File: src/rtl/pipe_seq_ctrl.sv
// Pipeline sequencing controller: start/halt FSM, per-stage valid bits with stall-freeze and
// flush-bubble propagation, drain-on-halt, and saturating cycle/retire performance counters.
module pipe_seq_ctrl #(
    parameter int STAGES    = 5,
    parameter int CNT_WIDTH = 16
) (
    input  logic                 clk,
    input  logic                 rst,
    input  logic                 start,
    input  logic                 halt_req,
    input  logic [STAGES-1:0]    stall_req,
    input  logic [STAGES-1:0]    flush_req,
    output logic                 fetch_en,
    output logic [STAGES-1:0]    stage_en,
    output logic [STAGES-1:0]    stage_valid,
    output logic                 stop,
    output logic [1:0]           state,
    output logic [CNT_WIDTH-1:0] cycle_cnt,
    output logic [CNT_WIDTH-1:0] retire_cnt
);

    typedef enum logic [1:0] {
        IDLE  = 2'd0,
        RUN   = 2'd1,
        DRAIN = 2'd2,
        HALT  = 2'd3
    } state_t;

    localparam logic [CNT_WIDTH-1:0] CNT_ONE = {{(CNT_WIDTH-1){1'b0}}, 1'b1};
    localparam logic [CNT_WIDTH-1:0] CNT_MAX = '1;

    state_t              cur_state;
    state_t              nxt_state;
    logic [STAGES-1:0]   frozen;
    logic [STAGES-1:0]   valid_nxt;
    logic                active;
    logic                run_entry;
    logic                retire;

    // A stall at stage j freezes j and every stage upstream of it.
    always_comb begin
        logic acc;
        acc    = 1'b0;
        frozen = '0;
        for (int k = STAGES - 1; k >= 0; k--) begin
            acc       = acc | stall_req[k];
            frozen[k] = acc;
        end
    end

    // NOTE: every signal driven here gets a default first, so no path can leave it unassigned and infer a latch.
    always_comb begin
        nxt_state = cur_state;
        case (cur_state)
            IDLE:    if (start)               nxt_state = RUN;
            RUN:     if (halt_req)            nxt_state = DRAIN;
            DRAIN:   if (stage_valid == '0)   nxt_state = HALT;
            HALT:    if (start)               nxt_state = RUN;
            default:                          nxt_state = IDLE;
        endcase
    end

    assign active    = (cur_state == RUN) || (cur_state == DRAIN);
    assign run_entry = ((cur_state == IDLE) || (cur_state == HALT)) && (nxt_state == RUN);
    assign fetch_en  = (cur_state == RUN) && !halt_req && !frozen[0];
    assign stage_en  = active ? ~frozen : '0;
    assign retire    = active && stage_valid[STAGES-1] && !frozen[STAGES-1] && !flush_req[STAGES-1];
    assign state     = cur_state;

    // Flush beats freeze; a stage just below a frozen one receives a bubble.
    always_comb begin
        valid_nxt = stage_valid;
        if (active) begin
            if (flush_req[0])    valid_nxt[0] = 1'b0;
            else if (!frozen[0]) valid_nxt[0] = fetch_en;
            for (int k = 1; k < STAGES; k++) begin
                if (flush_req[k])        valid_nxt[k] = 1'b0;
                else if (frozen[k])      valid_nxt[k] = stage_valid[k];
                else if (frozen[k-1])    valid_nxt[k] = 1'b0;
                else                     valid_nxt[k] = stage_valid[k-1];
            end
        end
    end

    // NOTE: sequential state uses non-blocking assignments so all registers update from pre-edge values.
    always_ff @(posedge clk or negedge rst) begin
        if (!rst) begin
            cur_state   <= IDLE;
            stage_valid <= '0;
            stop        <= 1'b0;
            cycle_cnt   <= '0;
            retire_cnt  <= '0;
        end else begin
            cur_state   <= nxt_state;
            stage_valid <= valid_nxt;
            stop        <= (nxt_state == HALT);
            if (run_entry) begin
                cycle_cnt  <= '0;
                retire_cnt <= '0;
            end else begin
                if (active && cycle_cnt != CNT_MAX)
                    cycle_cnt <= cycle_cnt + CNT_ONE;
                if (retire && retire_cnt != CNT_MAX)
                    retire_cnt <= retire_cnt + CNT_ONE;
            end
        end
    end

endmodule

File: config.mk
export PLATFORM = sky130hd
export DESIGN_NAME = pipe_seq_ctrl
export DESIGN_NICKNAME = d
export VERILOG_FILES = /design/src/rtl/pipe_seq_ctrl.sv
export SDC_FILE = /design/constraint.sdc
export NUM_CORES = 1
export LEC_CHECK = 0
export BUFFER_PORTS_ARGS = -buffer_cell sky130_fd_sc_hd__buf_2
export CAP_MARGIN = 10
export CORE_ASPECT_RATIO = 0.8
export CORE_MARGIN = 5
export CORE_UTILIZATION = 52
export DETAILED_ROUTE_END_ITERATION = 6
export PLACE_DENSITY = 0.91
export SLEW_MARGIN = 10
export SYNTH_ARGS = -nofsm -noshare
export SYNTH_HDL_FRONTEND = slang
export SYNTH_SLANG_ARGS = --single-unit
File: constraint.sdc
create_clock -name clk -period 2.8 [get_ports clk]
set_input_delay 0.42 -clock clk [delete_from_list [all_inputs] [get_ports clk]]
set_output_delay 0.42 -clock clk [all_outputs]
set_load 0.02 [all_outputs]
==> results of run 1 <==
cell families after synthesis:
| logic type | count (synthesis) |
|---|---|
| muxes | 3 |
| adders and majority gates | 5 |
| and+or+nand+nor | 104 |
| DFF | 40 |
| buffers and inverters | 19 |
| AOI/OAI and AO/OA | 75 |
critical path: stages (launching register included):
cell	delay, ns
dfrtp_1	0.44
inv_1	0.07
ha_1	0.31
or4b_4	0.59
or3_1	0.45
or4_1	0.56
a21oi_1	0.18
flip-flops by register name, summed over array words and instances, names as in the netlist:
| name | flops |
|---|---|
| stop | 1 |
| cycle_cnt | 16 |
| stage_valid | 5 |
| retire_cnt | 16 |
| state | 2 |
per-stage QoR:
step,std cells,power (mW),instance area [µm²],util
after floorplan,246,1.15,2260,-
after global placement,360,1.40,2640,0.632
after detailed placement,360,1.43,2640,0.632
after CTS,368,1.96,2770,0.662
after global routing,368,2.07,2770,0.662
final,368,1.95,2770,0.662
final timing paths:
check                                  to           start  depth (start not counted)  slack [ns]
hold / removal              retire_cnt[0]             rst                          1        0.23
hold reg to reg            stage_valid[0]  stage_valid[0]                          1        0.58
setup reg to reg            retire_cnt[8]        state[0]                          6        0.12
max in group asynchronous  retire_cnt[10]             rst                          1        2.01
min in group clk           stage_valid[2]    flush_req[2]                          2        0.28
setup / recovery            retire_cnt[8]        state[0]                          6        0.12
area by class of cell:
class / instances / area, µm²
inverters: 11 / 41.3
well taps: 57 / 71.3
multi-input cells: 187 / 1190
clock inverters: 1 / 30.0
flip-flops and latches: 40 / 1000
repair buffers: 65 / 340
fillers: 357 / 1410
clock buffers: 7 / 96.3
layer usage:
layer  track usage  vias up  wire [µm]
li1              -     1088          -
met1         0.286     1167       2620
met2         0.394      117       2980
met3        0.0606       10        479
met4        0.0944        0         73
met5             0        -          0
cells in the mapped netlist (all sizes together), types with 6 or more instances:
| master | number | area [µm²] |
|---|---|---|
| a21oi | 30 | 150 |
| dfrtp | 40 | 1000 |
| or4 | 14 | 105 |
| o21ai | 15 | 75.1 |
| nor2 | 11 | 41.3 |
| nor3 | 11 | 55.1 |
| nand2 | 12 | 45.0 |
| nand4 | 7 | 43.8 |
| o31ai | 12 | 90.1 |
| or3 | 14 | 87.6 |
| nand3 | 11 | 55.1 |
| inv | 11 | 41.3 |
| clkbuf | 6 | 22.5 |
power groups by stage:
stage	Clock (mW)	Sequential, mW	Combinational (mW)
6_report	0.532	0.681	0.739
2_1_floorplan	0	0.733	0.419
3_3_place_gp	0	0.686	0.716
5_1_grt	0.567	0.691	0.812
3_5_place_dp	0	0.691	0.734
4_1_cts	0.538	0.679	0.739
==> metrics.csv, run 1 <==
metric;value;unit
Syn-to-layout area delta;22.7;%
Sw Ratio;0.395;
combinational share of power;0.379;
site row count;21;
Iter 0 DRT Violations;184;
EDFF count, synth;0;
1st-pass router iterations;5;
Die H;68.9;µm
Flop pwr share;0.349;
CP max FO;9;
Worst-path clk slew;0.09;ns
CTS Hold Bufs;0;
routed vias/inst;6.47;
clk_lat worst skew;0.30;ns
Routability Congestion;0.812;
Vias;2382;
Slew HR;0.411;
CTS tree;yes;
core area;4180;µm²
Synth Area in Adders;0.0277;
Clock power frac;0.272;
synthesized area per cell;9.17;µm²
Internal Dissipation;1.18;mW
Tcrit/Tclk final;0.957;
Netlist Area Pre-Place;2260;µm²
die area;5760;µm²
total setup buffers inserted after CTS;0;
Sinks on Clock Net;40;
final hold slack;0.231;ns
outcome;finished clean;
clock root cell;clkbuf_8;
min-delay worst type;primary input to asynchronous set/reset pin;
NetSw;771;µW
post-route setup slack;0.121;ns
chip width;83.6;µm
mux contribution to synthesized area;0.0133;
most frequent cells in the layout;buf_2, dfrtp_1, a21oi_1;
FF+latch count, synth;40;
RSZ-0062 raised after global routing;false;
Final Hold Viols;0;
grt total ovfl;0;
wire per inst;16.7;µm
post-CTS sizing;0;
largest family of logic cells by synthesized area;simple AND/OR/NAND/NOR gates;
Layout Nets;329;
vias in the first global route;2318;
XOR/XNOR Fraction of Synth Area;0;
hpwl dp;4240;µm
maxcap violations;0;
leakage power;1.23;nW
share of cells above drive strength 1;0.244;
final setup TNS;0;ns
GRT Total Usage;0.231;
sequential share of the synthesized area;0.444;
Achievable Freq;373;MHz
# H-tree levels;2;
Initial Utilization;0.540;
critical path class;flop to flop;
Synth Flop Type;dfrtp_1;
Pins Over Slew Limit;0;
Synth Area in Simple Gates;0.273;
worst-case clock buffer depth;2;
PD cells;705;nW/µm²
DRC;0;
Distinct cells, synth;41;
Routed WL;6160;µm
Setup Viol. Count Final;0;
initial antenna violation count;0;
Synth Warn #;0;
Fin Clk Skew;0.00815;ns
number of routed nets with antenna violations;0;
I/O pin cnt;60;
number of buffers created by CTS;5;
maximum VDD drop;473;µV
IO Port Bufs;59;
Synth Area in Compound Gates;0.207;
global-route wire length before repair;10700;µm
CP arrival;2.90;ns
measured slew at the worst slew-check pin;0.884;ns
kind of end point of the critical path;flop;
most common cell after layout, fill and taps aside;buf_2;
CP required;3.02;ns
FFs w/ async S/R, synth;1.00;
# diodes;0;
startpoint class of the critical path;flop;
Mapped Cells;246;
fin crit period;2.68;ns
pre-CTS WS;0.190;ns
Synth Net Count;265;
largest net degree at the start of global routing;41;
Power figures use the tool's default switching activity.
==> inputs of run 2 (changes only) <==
--- a/config.mk
+++ b/config.mk
@@ -9,9 +9,10 @@
 export CAP_MARGIN = 10
 export CORE_ASPECT_RATIO = 0.8
 export CORE_MARGIN = 5
-export CORE_UTILIZATION = 52
+export CORE_UTILIZATION = 47
 export DETAILED_ROUTE_END_ITERATION = 6
-export PLACE_DENSITY = 0.91
+export GPL_TIMING_DRIVEN = 0
+export PLACE_DENSITY = 0.87
 export SLEW_MARGIN = 10
 export SYNTH_ARGS = -nofsm -noshare
 export SYNTH_HDL_FRONTEND = slang
==> constraint.sdc (replaced) <==
create_clock -name clk -period 2.3 [get_ports clk]
set_input_delay 0.345 -clock clk [delete_from_list [all_inputs] [get_ports clk]]
set_output_delay 0.345 -clock clk [all_outputs]
set_load 0.02 [all_outputs]
==> metrics.csv, run 2 (synthesized netlist as in run 1, its figures left out) <==
metric;value;unit;change
pre-CTS WS;-0.424;ns;-0.614 ns
DRC;0;;unchanged
max incr delay on CP;0.50;ns;-0.09 ns
Syn-to-layout area delta;27.7;%;
die area;6290;µm²;+9.2%
kind of end point of the critical path;flop;;
startpoint class of the critical path;flop;;
vias in the first global route;2151;;-7.2%
clk_lat worst skew;0.30;ns;about the same
Routed WL;6120;µm;-0.65%
critical path's top delay family;simple AND/OR/NAND/NOR gates;;
outcome;finished, violations left;;
largest net degree at the start of global routing;41;;unchanged
clock root cell;clkbuf_8;;
maximum VDD drop;679;µV;+43%
GRT Total Usage;0.199;;-0.0319
wire per inst;16.1;µm;-3.8%
Pins Over Slew Limit;0;;unchanged
maxcap violations;0;;unchanged
CP arrival;2.59;ns;-0.31 ns
Layout Nets;338;;+2.7%
Iter 0 DRT Violations;71;;-61%
chip width;87.5;µm;+4.6%
CP max-delay cell;or4b_4;;
worst-case clock buffer depth;2;;unchanged
combinational share of power;0.439;;+0.060
I/O pin cnt;60;;unchanged
critical path class;flop to flop;;
number of buffers created by CTS;5;;unchanged
CP max FO;6;;-3
failing checks;negative setup slack;;
most common cell after layout, fill and taps aside;buf_2;;
fin crit period;2.36;ns;-0.320 ns
grt total ovfl;0;;unchanged
CP required;2.53;ns;-0.49 ns
Fin Clk Skew;0.00350;ns;-0.00464 ns
Vias;2323;;-2.5%
Filler cells;410;;+15%
site row count;22;;+4.8%
Die H;72.0;µm;+4.4%
measured slew at the worst slew-check pin;0.993;ns;+0.109 ns
share of cells above drive strength 1;0.313;;+0.0681
Sw Ratio;0.417;;+0.0224
initial antenna violation count;0;;unchanged
global-route wire length before repair;9940;µm;-7.0%
Clock power frac;0.210;;-0.062
Final Hold Viols;0;;unchanged
total power draw;2.35;mW;+21%
biggest regs;cycle_cnt: 16 flops, retire_cnt: 16 flops, stage_valid: 5 flops;;
leakage power;1.26;nW;+2.1%
min-delay worst type;primary input to asynchronous set/reset pin;;
routed vias/inst;6.11;;-5.6%
# H-tree levels;2;;unchanged
Slew HR;0.332;;-0.0786
Achievable Freq;424;MHz;+14%
Initial Utilization;0.488;;-0.0522
hpwl dp;4140;µm;-2.2%
Routability Congestion;0.872;;+7.4%
Setup Viol. Count Final;4;;+4
number of routed nets with antenna violations;0;;unchanged
IO Port Bufs;59;;unchanged
# diodes;0;;unchanged
Flop pwr share;0.351;;+0.002
1st-pass router iterations;4;;-1
Sinks on Clock Net;40;;unchanged
PD cells;817;nW/µm²;+16%
RSZ-0062 raised after global routing;true;;
Internal Dissipation;1.37;mW;+16%
Tcrit/Tclk final;1.03;;+0.0690
post-route setup slack;-0.0594;ns;-0.180 ns
crit path buf inv count;1;;unchanged
critical path, cell by cell;ha_4 -> or4b_4 -> or3_1 -> buf_6 -> or4_4 -> a21oi_2;;
Worst-path clk slew;0.08;ns;about the same
CTS tree;yes;;
NetSw;983;µW;+27%
core area;4620;µm²;+11%
most frequent cells in the layout;buf_2, dfrtp_1, a21oi_1;;
-- run 2: cell type report --
type,count,area (µm²),share of cell area
multi-input combinational,187,1270,0.440
sequential,40,1000,0.348
buffer,7,45.0,0.0156
clock buffer,8,90.1,0.0313
tap,60,75.1,0.0261
inverter,11,41.3,0.0143
timing repair buffer,67,358,0.124
-- run 2: repair_timing --
item / 4_1_cts / 5_1_grt
setup buffers: 8 / 0
hold buffers: 0 / 0
endpoints found under the setup margin: 36 / 36
pin swaps: 6 / 7
gates resized for setup: 15 / 14
-- run 2: routing by layer --
metal	global-route usage	share of wire	vias to the layer above
li1	-	-	1113
met1	0.278	0.45	1123
met2	0.308	0.47	78
met3	0.0409	0.071	9
met4	0.0716	0.015	0
met5	0	0	-
-- run 2: per-stage QoR --
| step | util | hold slack (ns) | TNS [ns] | instances | instance area, µm² |
|---|---|---|---|---|---|
| 2_1_floorplan | - | 0.0494 | -0.417 | 246 | 2280 |
| 3_3_place_gp | 0.573 | 0.523 | -9.22 | 365 | 2650 |
| 3_5_place_dp | 0.573 | 0.525 | -11.23 | 365 | 2650 |
| 4_1_cts | 0.616 | 0.201 | -0.310 | 380 | 2850 |
| 5_1_grt | 0.623 | 0.217 | -0.358 | 380 | 2880 |
| 6_report | 0.623 | 0.157 | -0.144 | 380 | 2880 |
-- run 2: worst paths after layout --
kind / endpoint / startpoint / cells after the start / slack (ns)
min reg2reg: stage_valid[0] / stage_valid[0] / 1 / 0.55
min: retire_cnt[3] / rst / 1 / 0.16
max: retire_cnt[8] / state[1] / 6 / -0.06
min in group clk: stage_valid[2] / flush_req[2] / 2 / 0.21
max reg2reg: retire_cnt[8] / state[1] / 6 / -0.06
max in group asynchronous: state[1] / rst / 1 / 1.52
-- run 2: power by group through the flow --
| stage | combinational [mW] | sequential (mW) | clock [mW] |
|---|---|---|---|
| 6_report | 1.03 | 0.826 | 0.494 |
| 5_1_grt | 1.14 | 0.833 | 0.519 |
| 4_1_cts | 0.997 | 0.823 | 0.502 |
| 3_5_place_dp | 0.878 | 0.849 | 0 |
| 3_3_place_gp | 0.841 | 0.848 | 0 |
| 2_1_floorplan | 0.527 | 0.901 | 0 |
-- run 2: worst register-to-register path, delay by kind of cell, from the launching register on --
family	cells	cell delay (ns)
simple gates	3	1.34
fa+ha+maj	1	0.26
compound gates	1	0.12
buf+inv	1	0.14
flops	1	0.43
==> inputs of run 3 (changes only) <==
--- a/config.mk
+++ b/config.mk
@@ -5,12 +5,12 @@
 export SDC_FILE = /design/constraint.sdc
 export NUM_CORES = 1
 export LEC_CHECK = 0
-export BUFFER_PORTS_ARGS = -buffer_cell sky130_fd_sc_hd__buf_2
 export CAP_MARGIN = 10
 export CORE_ASPECT_RATIO = 0.8
 export CORE_MARGIN = 5
-export CORE_UTILIZATION = 47
+export CORE_UTILIZATION = 57
 export DETAILED_ROUTE_END_ITERATION = 6
+export DONT_BUFFER_PORTS = 1
 export GPL_TIMING_DRIVEN = 0
 export PLACE_DENSITY = 0.87
 export SLEW_MARGIN = 10
==> metrics.csv, run 3 (synthesized netlist as in run 1, its figures left out) <==
metric;value;unit;change
largest net degree at the start of global routing;41;;unchanged
maxcap violations;0;;unchanged
Routability Congestion;0.875;;+0.32%
IO Port Bufs;0;;-100%
Sinks on Clock Net;40;;unchanged
Fin Clk Skew;0.0171;ns;+0.0135 ns
global-route wire length before repair;9580;µm;-3.6%
vias in the first global route;2062;;-4.1%
biggest regs;cycle_cnt: 16 flops, retire_cnt: 16 flops, stage_valid: 5 flops;;
crit path launch;state[0];;
Reg2Reg Depth;6;;unchanged
number of routed nets with antenna violations;0;;unchanged
GRT Total Usage;0.230;;+0.0305
Final Core Density;0.735;;+0.112
Worst-path clk slew;0.09;ns;about the same
Setup Viol. Count Final;8;;+4
core area;3800;µm²;-18%
multi-input logic area;1380;µm²;+8.7%
failing checks;negative setup slack;;
worst reg2reg endpoint;retire_cnt[8];;
min-delay worst type;primary input to flop;;
Pins Over Slew Limit;0;;unchanged
most frequent cells in the layout;dfrtp_1, a21oi_1, o21ai_0;;
Slew HR;0.481;;+0.149
routed vias/inst;6.91;;+13%
# H-tree levels;2;;unchanged
critical path's top delay family;simple AND/OR/NAND/NOR gates;;
1st-pass router iterations;4;;unchanged
Layout Nets;286;;-15%
critical path class;flop to flop;;
post-route setup slack;-0.0941;ns;-0.0347 ns
maximum VDD drop;584;µV;-14%
wire per inst;20.8;µm;+29%
grt total ovfl;0;;unchanged
fin crit period;2.39;ns;+0.0347 ns
R2R Setup Slk;-0.09;ns;-0.03 ns
hpwl dp;3950;µm;-4.7%
kind of end point of the critical path;flop;;
site row count;20;;-9.1%
CP arrival;2.63;ns;+0.04 ns
max incr delay on CP;0.50;ns;about the same
Final Hold Viols;0;;unchanged
Initial Utilization;0.593;;+0.105
final hold slack;0.142;ns;-0.0157 ns
crit path buf inv count;1;;unchanged
RSZ-0062 raised after global routing;true;;
register area;1000;µm²;unchanged
initial antenna violation count;0;;unchanged
measured slew at the worst slew-check pin;0.777;ns;-0.216 ns
clk_lat worst skew;0.30;ns;about the same
chip width;80.3;µm;-8.1%
Filler cells;276;;-33%
critical path, cell by cell;inv_2 -> ha_4 -> or4b_4 -> or3_4 -> or4_4 -> a21oi_2;;
number of buffers created by CTS;5;;unchanged
worst-case clock buffer depth;2;;unchanged
most common cell after layout, fill and taps aside;dfrtp_1;;
WP depth;6;;unchanged
startpoint class of the critical path;flop;;
outcome;finished, violations left;;
share of cells above drive strength 1;0.246;;-0.0662
# diodes;0;;unchanged
PD cells;919;nW/µm²;+12%
final setup TNS;-0.278;ns;-0.134 ns
Die H;66.3;µm;-7.9%
Vias;2231;;-4.0%
CP max FO;7;;+1
Achievable Freq;418;MHz;-1.4%
CTS tree;yes;;
CP required;2.54;ns;about the same
leakage power;1.03;nW;-18%
Routed WL;6700;µm;+9.5%
Iter 0 DRT Violations;230;;+220%
die area;5320;µm²;-15%
Syn-to-layout area delta;23.9;%;
CP max-delay cell;dfrtp_2;;
CP endpoint;retire_cnt[8];;
worst r2r src;state[0];;
clock root cell;clkbuf_8;;
DRC;0;;unchanged
Tcrit/Tclk final;1.04;;+0.0151
I/O pin cnt;60;;unchanged
[run 3: cell types whose count changed in the layout (fill, tap and decap cells not counted), sizes merged]
cell / delta
dlygate4sd3: +1
inv: -1
buf: -51
clkinvlp: +1
clkbuf: -2
[run 3: timing repair]
action	in CTS	in global routing
endpoints found under the setup margin	36	31
pin swaps	9	16
endpoints found under the hold margin	40	0
resized for setup	26	35
buffers inserted	8	6
hold buffers	2	0
[run 3: power by group]
group	leakage (nW)	internal [mW]	switching, mW
sequential	0.549	0.762	0.156
combinational	0.428	0.468	0.655
clock	0.0515	0.274	0.254
[run 3: stage by stage]
stage / setup slack, ns / cell area (µm²) / cells / power (mW)
global placement: -0.525 / 2350 / 301 / 1.61
floorplan: -0.180 / 2280 / 246 / 1.43
finish: -0.0941 / 2800 / 323 / 2.57
global route: -0.143 / 2800 / 323 / 2.67
detailed placement: -0.525 / 2350 / 301 / 1.62
CTS: -0.193 / 2630 / 318 / 2.33
[run 3: cell type report]
cell class / instances / share of cell area
buffer: 6 / 0.0179
clock buffer: 8 / 0.0358
inverter: 11 / 0.0161
multi-input combinational: 187 / 0.493
sequential: 40 / 0.359
tap: 55 / 0.0246
timing repair buffer: 16 / 0.0537
[run 3: worst register-to-register path: stages, from the launching register on]
cell and delay (ns):
dfrtp_2 0.50, inv_2 0.09, ha_4 0.20, or4b_4 0.50, or3_4 0.40, or4_4 0.50
a21oi_2 0.14
[run 3: worst min path at each step]
stage                       from  cells past startpoint        endpoint
finish              flush_req[3]                      1  stage_valid[3]
global route        flush_req[3]                      1  stage_valid[3]
CTS                 flush_req[3]                      1  stage_valid[3]
detailed placement           rst                      0  stage_valid[1]
global placement             rst                      0  stage_valid[1]
floorplan                    rst                      0    cycle_cnt[0]
[run 3: per-layer routing]
metal,wire length (µm),vias to the layer above,GRT usage
li1,-,999,-
met1,2720,1127,0.279
met2,3420,98,0.390
met3,511,7,0.0722
met4,54,0,0.0696
met5,0,-,0
